## src/rtl/fir_mac_sched_pkg.sv

```systemverilog
// Shared types and helpers for the time-multiplexed FIR MAC scheduler.
package fir_mac_sched_pkg;

  typedef enum logic [2:0] {CLR, IDLE, ISSUE, WAIT, OUT} state_t;

  localparam int CH_NUM_DFLT  = 4;
  localparam int TAP_NUM_DFLT = 8;

  // A 1-entry space still needs a 1-bit address so port widths never collapse to zero.
  function automatic int addr_w(input int n);
    return (n > 1) ? $clog2(n) : 1;
  endfunction

  localparam int CH_AW  = addr_w(CH_NUM_DFLT);
  localparam int TAP_AW = addr_w(TAP_NUM_DFLT);

  function automatic logic signed [63:0] saturate(input logic signed [63:0] v, input int w);
    logic signed [63:0] hi, lo;
    hi = (64'sd1 <<< (w - 1)) - 64'sd1;
    lo = -(64'sd1 <<< (w - 1));
    if (v > hi) return hi;
    if (v < lo) return lo;
    return v;
  endfunction

endpackage

```

## src/rtl/fir_hist_ram.sv

```systemverilog
// Sample history store: one write port, one combinational read port, addressed {ch,idx}.
module fir_hist_ram
  import fir_mac_sched_pkg::*;
#(
  parameter int DEPTH = 32,
  parameter int AW    = 5,
  parameter int DW    = 16
) (
  input  logic          clk,
  input  logic          we,
  input  logic [AW-1:0] waddr,
  input  logic [DW-1:0] wdata,
  input  logic [AW-1:0] raddr,
  output logic [DW-1:0] rdata
);

  logic [DW-1:0] mem [DEPTH];

  always_ff @(posedge clk) begin
    if (we) mem[waddr] <= wdata;
  end

  assign rdata = mem[raddr];

endmodule

```

## src/rtl/fir_mac_sched.sv

```systemverilog
// FIR controller sharing one external pipelined MAC across CH_NUM channels.
// Define FIR_MAC_SAT_EN to saturate the output instead of wrapping it.
module fir_mac_sched
  import fir_mac_sched_pkg::*;
#(
  parameter int CH_NUM    = CH_NUM_DFLT,
  parameter int TAP_NUM   = TAP_NUM_DFLT,
  parameter int DATA_WDTH = 16,
  parameter int COEF_WDTH = 16,
  parameter int ACC_WDTH  = 40,
  parameter int MAC_DELAY = 2,
  parameter int OUT_WDTH  = 16,
  parameter int OUT_SHIFT = 15
) (
  input  logic                         clk,
  input  logic                         rst,
  input  logic                         s_valid,
  output logic                         s_ready,
  input  logic [addr_w(CH_NUM)-1:0]    s_ch,
  input  logic [DATA_WDTH-1:0]         s_data,
  input  logic                         cfg_we,
  input  logic [addr_w(TAP_NUM)-1:0]   cfg_addr,
  input  logic [COEF_WDTH-1:0]         cfg_data,
  output logic                         cfg_busy,
  output logic [DATA_WDTH-1:0]         mac_a,
  output logic [COEF_WDTH-1:0]         mac_b,
  output logic [ACC_WDTH-1:0]          mac_c,
  input  logic [ACC_WDTH-1:0]          mac_sum,
  output logic                         m_valid,
  input  logic                         m_ready,
  output logic [addr_w(CH_NUM)-1:0]    m_ch,
  output logic [OUT_WDTH-1:0]          m_data
);

  localparam int CAW   = addr_w(CH_NUM);
  localparam int TAW   = addr_w(TAP_NUM);
  localparam int AW    = CAW + TAW;
  localparam int DEPTH = CH_NUM * TAP_NUM;
  localparam logic [AW-1:0]  CLR_LAST = AW'(DEPTH - 1);
  localparam logic [TAW-1:0] K_LAST   = TAW'(TAP_NUM - 1);

  state_t                            state, state_nxt;
  logic [AW-1:0]                     clr_cnt;
  logic [TAW-1:0]                    k;
  logic [CAW-1:0]                    ch;
  logic [ACC_WDTH-1:0]               acc;
  logic [MAC_DELAY:0]                vld_pipe;
  logic [TAP_NUM-1:0][COEF_WDTH-1:0] coef;
  logic [CH_NUM-1:0][TAW-1:0]        wptr;

  logic                 accept, sum_rdy, res_done;
  logic                 ram_we;
  logic [AW-1:0]        ram_waddr, ram_raddr;
  logic [DATA_WDTH-1:0] ram_wdata, ram_rdata;
  logic [TAW-1:0]       rd_idx;

  assign s_ready  = (state == IDLE);
  assign cfg_busy = (state != IDLE);
  assign accept   = s_valid & s_ready;
  // vld_pipe[MAC_DELAY] marks the cycle the MAC result for the current tap appears.
  assign sum_rdy  = (state == WAIT) & vld_pipe[MAC_DELAY];
  assign m_valid  = (state == OUT);
  assign res_done = m_valid & m_ready;
  assign m_ch     = ch;

  always_comb begin
    state_nxt = state;
    unique case (state)
      CLR:     if (clr_cnt == CLR_LAST) state_nxt = IDLE;
      IDLE:    if (s_valid) state_nxt = ISSUE;
      ISSUE:   state_nxt = WAIT;
      WAIT:    if (sum_rdy) state_nxt = (k == K_LAST) ? OUT : ISSUE;
      OUT:     if (m_ready) state_nxt = IDLE;
      default: state_nxt = CLR;
    endcase
  end

  always_ff @(posedge clk) begin
    if (rst) begin
      state    <= CLR;
      clr_cnt  <= '0;
      k        <= '0;
      ch       <= '0;
      acc      <= '0;
      vld_pipe <= '0;
      coef     <= '0;
      wptr     <= '0;
    end else begin
      state    <= state_nxt;
      vld_pipe <= {vld_pipe[MAC_DELAY-1:0], state_nxt == ISSUE};
      if (state == CLR) clr_cnt <= clr_cnt + AW'(1);
      if ((state == IDLE) && cfg_we) coef[cfg_addr] <= cfg_data;
      if (accept) begin
        ch <= s_ch;
        k  <= '0;
      end
      if (sum_rdy) begin
        acc <= mac_sum;
        if (k != K_LAST) k <= k + TAW'(1);
      end
      if (res_done) wptr[ch] <= wptr[ch] + TAW'(1);
    end
  end

  // Newest sample sits at wptr; tap k reaches k samples back, wrapping modulo TAP_NUM.
  assign rd_idx    = wptr[ch] - k;
  assign ram_raddr = {ch, rd_idx};
  assign ram_we    = (state == CLR) | accept;
  assign ram_waddr = (state == CLR) ? clr_cnt : {s_ch, wptr[s_ch]};
  assign ram_wdata = (state == CLR) ? '0 : s_data;

  fir_hist_ram #(
    .DEPTH (DEPTH),
    .AW    (AW),
    .DW    (DATA_WDTH)
  ) u_hist (
    .clk   (clk),
    .we    (ram_we),
    .waddr (ram_waddr),
    .wdata (ram_wdata),
    .raddr (ram_raddr),
    .rdata (ram_rdata)
  );

  always_comb begin
    mac_a = '0;
    mac_b = '0;
    mac_c = '0;
    if ((state == ISSUE) || (state == WAIT)) begin
      mac_a = ram_rdata;
      mac_b = coef[k];
      mac_c = (k == '0) ? '0 : acc;
    end
  end

`ifdef FIR_MAC_SAT_EN
  assign m_data = OUT_WDTH'(saturate(64'($signed(acc) >>> OUT_SHIFT), OUT_WDTH));
`else
  assign m_data = OUT_WDTH'($signed(acc) >>> OUT_SHIFT);
`endif

endmodule

```

## config.mk

```make
export PLATFORM = sky130hd
export DESIGN_NAME = fir_mac_sched
export DESIGN_NICKNAME = d
export VERILOG_FILES = /design/src/rtl/fir_mac_sched_pkg.sv /design/src/rtl/fir_hist_ram.sv /design/src/rtl/fir_mac_sched.sv
export SDC_FILE = /design/constraint.sdc
export NUM_CORES = 1
export LEC_CHECK = 0
export BUFFER_PORTS_ARGS = -buffer_cell sky130_fd_sc_hd__buf_2
export CORE_UTILIZATION = 51
export CTS_CLUSTER_DIAMETER = 50
export DETAILED_ROUTE_END_ITERATION = 6
export PLACE_DENSITY = 0.75
export SETUP_SLACK_MARGIN = 0.15
export SLEW_MARGIN = 10
export SYNTH_ARGS = -nofsm -noshare
export SYNTH_HDL_FRONTEND = slang
export SYNTH_SLANG_ARGS = --single-unit
```

## constraint.sdc

```tcl
create_clock -name clk -period 9.4 [get_ports clk]
set_clock_uncertainty 0.1 [all_clocks]
set_input_delay 1.88 -clock clk [delete_from_list [all_inputs] [get_ports clk]]
set_output_delay 1.88 -clock clk [all_outputs]
set_load 0.02 [all_outputs]
```

==> impl_metrics.json <==
{
  "status": "finished clean",
  "rsz0062_at_grt": "no",
  "wl_met1_mm": 27.2,
  "hold_class": "reg2reg",
  "synth-seq-cells": 708,
  "final_common_cell": "edfxtp_1",
  "grt_usage_pct": 25.0,
  "cts_sinks": 708,
  "min_period_ns": 7.09,
  "crit_buf_inv": 4,
  "path_cells": "mux4_2 > inv_1 > ha_4 > inv_1 > fa_4 > buf_12 > mux4_2 > mux2i_1 > a32oi_1 > and3_1 > buf_2",
  "endpoint_kind": "primary output",
  "total_power_mw": 6.45,
  "dieWidth_um": 239,
  "yosys_most_used_dff": "edfxtp_1",
  "start_util_pct": 51.7,
  "drt-pass1-iter-count": 6,
  "die-area_mm2": 0.0570,
  "hold_path_startpoint": "vld_pipe[1]",
  "power.leakage_nw": 11.8,
  "die_h_um": 239,
  "clk_pin_slew_ns": 0.06,
  "cp_max_fo": 97,
  "fin_hold_ws_ns": 0.335,
  "avgSynthCellArea_um2": 15.2,
  "rr_startpoint": "state[1]",
  "drt-initial-drc-count": 1798,
  "wire_per_inst_um": 24.8,
  "worst_pin_slew_ns": 1.30,
  "drv_slew": 0,
  "crit_slowest_cell": "fa_4",
  "grt_pass1_vias": 16780,
  "wl_mm": 70.6,
  "synth_edf_count": 512,
  "holdBufCountCts": 0,
  "hold_violations": 0,
  "peakVddDrop_mv": 0.171,
  "synth_area_leaders": "edfxtp_1, dfxtp_1, mux4_2",
  "slowest_delay_ns": 1.18,
  "boundaryPins": 175,
  "synth_area_leader_cell": "edfxtp_1",
  "timing.setup.critical_path_class": "reg2out",
  "gr-total-overflow": 0,
  "syn_to_final_growth_pct": 14.5,
  "cts_buffers": 78,
  "hpwl_mm": 40.1,
  "cp.arrival_ns": 5.11,
  "cts_buffer_depth": 3,
  "drc": 0,
  "postPlaceCellArea_mm2": 0.0302,
  "synthCells": 1879,
  "ant_nets": 0,
  "synth_cell_types": 43,
  "core_mm2": 0.0553,
  "finalCritPeriodShare_pct": 75.4,
  "mostFrequentLayoutCells": "edfxtp_1, nand2_1, dfxtp_1, nor2_1, buf_2",
  "grt_max_degree": 104,
  "grt_pass1_wl_mm": 105,
  "stdcell_count": 2847,
  "clockRootBuffer": "clkbuf_16",
  "yosysSeqAreaShare_pct": 67.5,
  "clkLatencyLatePin_ns": 0.62,
  "maxCapViolCount": 0,
  "wl_met3_mm": 7.17,
  "portBuffers": 174,
  "netlist.area_leader.share_pct": 53.7,
  "yosysWarnings": 0,
  "route.met2.wl_mm": 33.2,
  "final_cell_area_mm2": 0.0328,
  "critPathTopFamily": "adder cells",
  "worst_setup_path_start_kind": "flop",
  "setup_tns_ns": 0,
  "cts_setup_buffers": 0,
  "power_density_mw_per_mm2": 197,
  "slew_headroom_pct": 13.6,
  "vias": 16922,
  "max_freq_mhz": 141,
  "cts_resized": 0,
  "nNetsFinal": 2125,
  "antenna_found_initial": 5,
  "setup-violations-final": 0,
  "tritoncts": "built",
  "gp_congestion": 0.796,
  "synth_nets": 1969,
  "dp_cells": 2702,
  "drive_gt1_share_pct": 25.4,
  "routed.top_layer": "met5",
  "worstPathRequired_ns": 7.42,
  "row_count": 86,
  "synth_area_mm2": 0.0286,
  "via_per_inst": 5.94,
  "synthArstFlopShare_pct": 0,
  "htree_levels": 3,
  "crit_start": "m_ch[0]"
}
[kinds of logic (layout without fill, tap and decap cells)]
kind of cell	after synthesis	count (layout)	synth area share (%)
and+or+nand+nor	558	558	8.41
other	0	7	0
xor gates and xnor gates	11	11	0.455
DFF	708	708	67.5
adders and majority gates	8	8	0.376
muxes	311	311	18.1
AOI/OAI and AO/OA	119	119	2.48
buffers and inverters	164	377	2.68
[cell usage after synthesis (2+ instances only)]
library cell / number
edfxtp_1: 512
nand2_1: 243
dfxtp_1: 196
nor2_1: 186
mux4_2: 166
mux2i_1: 145
clkbuf_1: 99
a21oi_1: 75
and2_1: 58
buf_2: 28
buf_4: 27
and3_1: 23
nand3_1: 23
a31oi_1: 20
a32oi_1: 16
ha_1: 7
inv_1: 6
xor2_1: 6
nor2b_1: 5
nor3_1: 4
or3_1: 4
nand3b_1: 3
nor3b_1: 3
buf_6: 2
o32ai_1: 2
xnor2_1: 2
xnor2_2: 2
[worst reg2reg max path, cell delays in order (launching register included)]
cell and delay [ns]:
dfxtp_1 0.41, or3_1 0.39, buf_4 0.26, o32ai_1 0.42
nand2_1 0.19, nor2_1 0.91, buf_4 0.37
[metrics by stage]
stage	setup slack, ns	util [%]
final	2.31	59.2
after global placement	3.05	54.6
after global routing	2.18	59.2
after floorplan	4.08	-
after CTS	2.28	59.1
after detailed placement	2.97	54.6
[per-layer routing]
metal / up-vias / global-route usage [%]
li1: 7313 / -
met1: 8523 / 32.9
met2: 901 / 39.3
met3: 183 / 6.28
met4: 2 / 11.6
met5: - / 0
[final timing paths]
check / slack [ns] / depth (start not counted) / end
max: 2.31 / 11 / mac_a[5]
min: 0.33 / 1 / vld_pipe[2]
max reg2reg: 6.05 / 6 / u_hist.mem[1][15]
min reg2reg: 0.33 / 1 / vld_pipe[2]
[flip-flops by register name, indices dropped and copies added, names as in the netlist]
signal	flops
u_hist.mem	512
state	3
k	3
wptr	12
m_ch	2
clr_cnt	5
vld_pipe	3
acc	40
coef	128
[cell type report]
class	instances	area, um2
repair buffers	232	1360
clock buffers	96	2080
flip-flops and latches	708	19300
multi-input cells	1007	8600
clock inverters	41	433
fillers	4129	22600
diodes	7	17.5
well taps	748	936
inverters	8	30.0
[power by group]
| part | internal (mW) | switching [mW] |
|---|---|---|
| combinational | 0.0396 | 0.0739 |
| clock | 1.73 | 1.26 |
| sequential | 3.34 | 0.00874 |
| total | 5.11 | 1.34 |
(Power assumes the default switching activity.)
